`src/rtl/imm_extend_arbiter.sv`:
```
// ============================================================================
// Module   : imm_extend_arbiter
// Brief    : Two-requester round-robin arbiter feeding a sign/zero immediate
//            extender with a registered valid/ready result port.
// Revision : 1.0 - initial release
// ============================================================================
`default_nettype none

module imm_extend_arbiter #(
  parameter int IN_W  = 22,
  parameter int OUT_W = 32
) (
  input  logic             clk,
  input  logic             reset,
  input  logic             req0,
  input  logic [IN_W-1:0]  imm0,
  input  logic             zext0,
  output logic             ack0,
  input  logic             req1,
  input  logic [IN_W-1:0]  imm1,
  input  logic             zext1,
  output logic             ack1,
  output logic             res_valid,
  output logic [OUT_W-1:0] res_data,
  output logic             res_src,
  input  logic             res_ready,
  output logic             busy
);

  localparam logic [1:0] IDLE = 2'd0;
  localparam logic [1:0] CALC = 2'd1;
  localparam logic [1:0] RESP = 2'd2;

  logic [1:0]       state;
  logic             ptr;
  logic [IN_W-1:0]  cap_imm;
  logic             cap_zext;
  logic             cap_src;
  logic             grant;
  logic             ext_bit;
  logic [OUT_W-1:0] ext_data;

  // A lone requester wins outright; contention is settled by the pointer.
  assign grant    = (req0 && req1) ? ptr : req1;
  assign ext_bit  = ~cap_zext & cap_imm[IN_W-1];
  assign ext_data = {{(OUT_W-IN_W){ext_bit}}, cap_imm};

  always_ff @(posedge clk) begin
    if (reset) begin
      state     <= IDLE;
      ptr       <= 1'b0;
      cap_imm   <= '0;
      cap_zext  <= 1'b0;
      cap_src   <= 1'b0;
      ack0      <= 1'b0;
      ack1      <= 1'b0;
      res_valid <= 1'b0;
      res_data  <= '0;
      res_src   <= 1'b0;
      busy      <= 1'b0;
    end else begin
      ack0 <= 1'b0;
      ack1 <= 1'b0;
      case (state)
        IDLE: begin
          if (req0 || req1) begin
            cap_imm  <= grant ? imm1 : imm0;
            cap_zext <= grant ? zext1 : zext0;
            cap_src  <= grant;
            ack0     <= ~grant;
            ack1     <= grant;
            busy     <= 1'b1;
            state    <= CALC;
          end
        end
        CALC: begin
          res_data  <= ext_data;
          res_src   <= cap_src;
          res_valid <= 1'b1;
          state     <= RESP;
        end
        RESP: begin
          // Round-robin hand-off happens only once the consumer takes the result.
          if (res_ready) begin
            res_valid <= 1'b0;
            busy      <= 1'b0;
            ptr       <= ~res_src;
            state     <= IDLE;
          end
        end
        default: begin
          res_valid <= 1'b0;
          busy      <= 1'b0;
          state     <= IDLE;
        end
      endcase
    end
  end

endmodule

`default_nettype wire

```
`config.mk`:
```
export PLATFORM = sky130hd
export DESIGN_NAME = imm_extend_arbiter
export DESIGN_NICKNAME = d
export VERILOG_FILES = /design/src/rtl/imm_extend_arbiter.sv
export SDC_FILE = /design/constraint.sdc
export NUM_CORES = 1
export LEC_CHECK = 0
export CORE_MARGIN = 2
export CORE_UTILIZATION = 40
export DETAILED_ROUTE_END_ITERATION = 8
export GPL_TIMING_DRIVEN = 0
export PLACE_DENSITY = 0.81
export SLEW_MARGIN = 20
export SYNTH_ARGS = -nofsm -noshare
export SYNTH_HDL_FRONTEND = slang
export SYNTH_SLANG_ARGS = --single-unit
export TNS_END_PERCENT = 1
```
`constraint.sdc`:
```
create_clock -name clk -period 1.2 [get_ports clk]
set_input_delay 0.12 -clock clk [delete_from_list [all_inputs] [get_ports clk]]
set_output_delay 0.12 -clock clk [all_outputs]
set_load 0.05 [all_outputs]
```
==> results of run 1 <==
-- path summary, 6_finish.rpt --
path	endpoint	slack, ps	cells past startpoint
setup / recovery	cap_imm[19]	-80	5
hold / removal	cap_imm[20]	130	3
setup reg to reg	cap_imm[19]	-80	5
hold reg to reg	res_data[18]	460	2
-- power groups by stage --
| stage | clock, W | sequential (W) | combinational [W] |
|---|---|---|---|
| 2_1_floorplan | 0 | 0.00226 | 0.000612 |
| 3_5_place_dp | 0 | 0.00212 | 0.00119 |
| 6_report | 0.00129 | 0.00209 | 0.00135 |
| 4_1_cts | 0.00127 | 0.00208 | 0.00125 |
| 5_1_grt | 0.00137 | 0.00210 | 0.00143 |
| 3_3_place_gp | 0 | 0.00211 | 0.00116 |
-- cell type report --
cell class	count	area [um^2]	share of cell area
multi-input cells	188	1190	0.318
clock inverters	3	47.5	0.0127
clock buffers	5	68.8	0.0184
inverters	1	3.75	0.00100
flip-flops and latches	55	1120	0.298
repair buffers	94	913	0.244
plain buffers	37	312	0.0832
well taps	75	93.8	0.0251
-- cells by family after synthesis --
| logic type | Yosys count | synth area share |
|---|---|---|
| AND/OR/NAND/NOR | 88 | 0.163 |
| buffers and inverters | 40 | 0.0923 |
| flip-flops | 55 | 0.449 |
| AO/OA/AOI/OAI | 100 | 0.295 |
-- stage by stage --
step,total power [W],util,setup TNS [ps]
2_1_floorplan,0.00287,-,-1160
3_3_place_gp,0.00328,0.575,-22360
3_5_place_dp,0.00331,0.575,-24220
4_1_cts,0.00460,0.614,-432
5_1_grt,0.00490,0.632,-1020
6_report,0.00472,0.632,-362
-- metal layers --
metal,global-route usage,wire [um]
met5,0,0
met4,0.0833,212
met3,0.0348,508
met2,0.364,4010
met1,0.262,3090
-- timing repair --
action / CTS / global route
cloned: 0 / 3
gates resized for setup: 176 / 37
pin swaps: 8 / 21
setup buffers: 3 / 3
setup endpoints to repair: 87 / 49
-- cells in the mapped netlist --
| master | count |
|---|---|
| o21a_1 | 1 |
| buf_1 | 1 |
| a21oi_1 | 50 |
| and3b_1 | 1 |
| nand2_1 | 48 |
| buf_4 | 9 |
| nand2b_1 | 3 |
| a211oi_1 | 2 |
| inv_2 | 1 |
| and2_4 | 1 |
| nor3_1 | 1 |
| nor2b_1 | 2 |
| a311oi_2 | 20 |
| nand3b_1 | 1 |
| o21ai_0 | 23 |
| dfxtp_1 | 55 |
| clkbuf_1 | 20 |
| buf_6 | 5 |
| nor2_2 | 1 |
| a21bo_2 | 1 |
| buf_2 | 4 |
| nor4_1 | 1 |
| or2_1 | 1 |
| or3b_2 | 1 |
| nand3_1 | 24 |
| a311oi_1 | 3 |
| nor2_1 | 3 |
-- layout by cell type, fill, tap and decap left out, types with 4 or more instances in the layout --
| master | n |
|---|---|
| dfxtp_1 | 51 |
| a21oi_1 | 50 |
| nand2_1 | 48 |
| clkdlybuf4s50_1 | 47 |
| buf_4 | 29 |
| o21ai_0 | 23 |
| a311oi_2 | 21 |
| nand3_1 | 19 |
| clkdlybuf4s15_2 | 19 |
| clkbuf_1 | 9 |
| buf_2 | 9 |
| clkbuf_8 | 6 |
| buf_6 | 5 |
| nand3_2 | 4 |
| dfxtp_4 | 4 |
-- worst max-delay path, cell delays in order (launching register included) --
cell and delay, ps:
dfxtp_4 390, nand2b_4 140, buf_8 140, clkbuf_16 150, nand3_4 60, a311oi_2 310
==> out/metrics.yaml, run 1 <==
sta:
  post-route-period-util: 1.06
  slew_headroom: 0.531
  tightest_slew_ps: 704
  fin_ws_ps: -77.3
  hold_ws_ps: 131
  fmax_mhz: 783
  drv_slew: 0
  setup_viol: 19
  rsz0062_at_grt: "yes"
  finClkSkew_ps: 6.06
  finalCriticalPeriod_ps: 1280
  finalHoldViolCount: 0
hold_path:
  holdCritPathClass: "in2reg"
  hold_path_startpoint: "req1"
synth:
  ys_types: 27
  synth_top_area_cell: "dfxtp_1"
  syn_nets: 334
  synth_area_mm2: 0.00245
  synth_top_area_frac: 0.449
  yosysSeqAreaShare: 0.449
  syn_inst: 283
  synth_seq_cells: 55
  yosysWarnings: 0
  synth.avg_cell_area_um2: 8.67
  synthTopCellsByArea: "dfxtp_1 (45%), a311oi_2 (12%), a21oi_1 (10%)"
cells_and_area:
  syn2layout_area_growth_pct: 52.7
  largest_reg_flops: 23
  nets: 433
  reg.largest.list: "res_data: 23 flops, cap_imm: 22 flops, state: 2 flops"
  finalNonFillerCells: 458
  top_register: "res_data"
  fin_area_mm2: 0.00374
  fillers: 465
  drive_gt1_frac: 0.316
  num_antenna_cells: 0
power:
  power.internal_w: 0.00322
  p_clk_frac: 0.272
  powerDensity_mw_per_mm2: 1260
  ir_drop_v: 0.000595
  netSwitchingPower_w: 0.00151
  leakagePower_nw: 1.37
  seq_power_share: 0.442
  power_frac_comb: 0.286
  p_sw_frac: 0.319
clock_network:
  clockBufferDepth: 2
  cts-htree-levels: 2
  numCtsBuffers: 5
  clkSlewWorstSetupHoldPaths_ps: 110
  cts_sinks: 55
  clk_latency_ps: 320
  cts_tree: "done"
  cts_root_buf: "clkbuf_8"
  ctsHoldBuffers: 0
place:
  io_buffers: 85
  gp_congestion: 0.857
  placed_cells: 443
  post_dp_cell_area_mm2: 0.00340
  hpwl_um: 5080
  post-place-ws_ps: -681
drt:
  firstDrtPassIters: 5
  vias: 2575
  first_iter_violations: 170
  wl_um: 7820
  wire_per_inst_um: 17.1
  viasPerCell: 5.62
  drc_errors: 0
  ant_nets: 0
run:
  max_cap_violations: 0
grt:
  grt_use_total: 0.211
  grt_overflow: 0
  antenna_found_initial: 0
  grt_max_degree: 19
  grt_pass1_wl_um: 10900
  grt_pass1_vias: 2363
worst_setup_path:
  worstPathMaxFanout: 7
  reg2reg_from: "ptr"
  crit_required_ps: 1420
  cp-end-kind: "flip-flop"
  crit_arrival_ps: 1500
  crit_type: "reg2reg"
  start_kind: "flip-flop"
  startpoint: "ptr"
status:
  violations: "negative setup slack"
  status: "complete, but fails checks"
floorplan:
  fp-row-count: 28
  ioPinCount: 88
  start_util: 0.414
  die_area_mm2: 0.00677
  core-area_mm2: 0.00592
  die-width_um: 82.3
  dieHeight_um: 82.3
Note: power is estimated with default switching activity, not from simulation.
==> run 2: changes to the inputs <==
CORE_UTILIZATION = 48   (was 40)
CTS_CLUSTER_SIZE = 12   (was unset)
PLACE_DENSITY = 0.85   (was 0.81)
clock period = 1.53 ns   (was 1.2 ns; I/O delays follow)
==> out/metrics.yaml, run 2 (synthesis gave the netlist of run 1 again) <==
cells_and_area:
  num_antenna_cells: 0
  layout_commonest_cell: "dfxtp_1"
  fin_area_mm2: 0.00349
  largest_reg_flops: 23
  mostFrequentLayoutCells: "dfxtp_1 (54), a21oi_1 (50), nand2_1 (48), clkdlybuf4s50_1 (48), dlygate4sd2_1 (27)"
  nets: 426
  drive_gt1_frac: 0.191
  top_register: "res_data"
  finalNonFillerCells: 446
  reg.largest.list: "res_data: 23 flops, cap_imm: 22 flops, state: 2 flops"
  syn2layout_area_growth_pct: 42.1
floorplan:
  fp-row-count: 26
  die-width_um: 75.5
  core-area_mm2: 0.00501
  die_area_mm2: 0.00570
  dieHeight_um: 75.5
  start_util: 0.490
  ioPinCount: 88
power:
  ir_drop_v: 0.000532
  powerDensity_mw_per_mm2: 1020
  leakagePower_nw: 1.36
worst_setup_path:
  crit_required_ps: 1780
  slowest_delay_ps: 470
  crit_end: "res_data[11]"
  rrSetupSlack_ps: 80
  crit_type: "reg2reg"
  startpoint: "state[0]"
  cpMaxStageDelayCell: "dfxtp_1"
  reg2reg_from: "state[0]"
  cp-end-kind: "flip-flop"
  r2r_cells: 5
  worstPathMaxFanout: 10
  path_cells: "nor2b_1, clkbuf_1, clkbuf_2, nand2_1, a21oi_1"
  start_kind: "flip-flop"
  crit_arrival_ps: 1700
  r2r-end: "res_data[11]"
clock_network:
  cts_setup_buffers: 0
  numCtsBuffers: 5
  cts-htree-levels: 2
  cts_root_buf: "clkbuf_8"
  ctsHoldBuffers: 0
  cts_sinks: 55
  clkSlewWorstSetupHoldPaths_ps: 100
  clockBufferDepth: 2
  cts_tree: "done"
  clk_latency_ps: 310
drt:
  firstDrtPassIters: 4
  wire_per_inst_um: 14.9
  viasPerCell: 5.40
  drc_errors: 0
  wl_um: 6630
  first_iter_violations: 110
  vias: 2410
  ant_nets: 0
place:
  io_buffers: 85
  post_dp_cell_area_mm2: 0.00339
  hpwl_um: 4880
  gp_congestion: 0.824
  placed_cells: 438
sta:
  drv_slew: 0
  post-route-period-util: 0.950
  rsz0062_at_grt: "yes"
  tightest_slew_ps: 700
  slew_headroom: 0.534
  finClkSkew_ps: 7.64
  finalCriticalPeriod_ps: 1450
  hold_ws_ps: 176
  fmax_mhz: 688
  finalHoldViolCount: 0
  setup_viol: 0
grt:
  grt_max_degree: 19
  grt_overflow: 0
  grt_pass1_wl_um: 10400
  grt_use_total: 0.238
  antenna_found_initial: 0
  grt_pass1_vias: 2228
status:
  status: "finished, final reports clean"
hold_path:
  holdCritPathClass: "in2reg"
run:
  max_cap_violations: 0
==> run 2: cell types whose count changed in the layout (fill, tap and decap cells not counted), sizes merged <==
cell	before	now
dlygate4sd2	0	27
buf	48	25
clkdlybuf4s18	1	0
clkdlybuf4s15	19	4
clkdlybuf4s50	47	48
clkbuf	21	25
==> run 2: area by class of cell <==
cell class,count,area (um^2)
Multi-Input combinational cell,188,1130
Inverter,1,3.75
Timing Repair Buffer,85,807
Sequential cell,55,1100
Tap cell,70,87.6
Clock inverter,3,47.5
Fill cell,415,1520
Clock buffer,5,68.8
Buffer,39,236
==> run 2: worst max-delay path: cells and delay by family, from the launching register on <==
family | cells | cell delay (ps)
simple gates | 2 | 280
flops | 1 | 470
compound gates | 1 | 130
buf+inv | 2 | 510
==> run 2: worst min path at each step <==
| stage | slack, ps | to | start | depth (start not counted) |
|---|---|---|---|---|
| final | 180 | cap_imm[20] | req1 | 3 |
| after global routing | 180 | cap_imm[0] | req1 | 3 |
| after CTS | 150 | cap_imm[20] | req1 | 3 |
| after detailed placement | 440 | res_src | cap_src | 2 |
| after global placement | 430 | res_src | cap_src | 2 |
| after floorplan | 330 | cap_imm[19] | imm1[19] | 2 |
==> run 2: per-layer routing <==
layer  vias up  GRT usage  wire, um
met2       112      0.410      3190
met4         0      0.103       193
met1      1106      0.289      2820
li1       1177          -         -
met5         -          0         0
met3        15     0.0489       423
==> run 2: what timing repair did <==
item / in CTS / in global routing
endpoints found under the setup margin: 59 / 30
gates resized for setup: 65 / 8
gates cloned: 0 / 0
==> run 2: metrics by stage <==
| stage | setup TNS (ps) | utilization | worst slack (ps) | total power (W) |
|---|---|---|---|---|
| 2_1_floorplan | 0 | - | 242 | 0.00225 |
| 3_3_place_gp | -6400 | 0.677 | -320 | 0.00256 |
| 3_5_place_dp | -7450 | 0.677 | -391 | 0.00259 |
| 4_1_cts | 0 | 0.693 | 21.9 | 0.00353 |
| 5_1_grt | -280 | 0.696 | -45.1 | 0.00367 |
| 6_report | 0 | 0.696 | 76.9 | 0.00354 |
==> run 2: report_power, final <==
group / switching [W] / total (W) / internal [W]
clock network: 0.000497 / 0.000994 / 0.000497
registers: 0.0000792 / 0.00163 / 0.00155
logic: 0.000540 / 0.000915 / 0.000375
total: 0.00112 / 0.00354 / 0.00243
==> run 3: changes to the inputs <==
CAP_MARGIN = 20   (was unset)
==> results of run 3 <==
Final layout, timing and power as in run 2 (identical DEF).
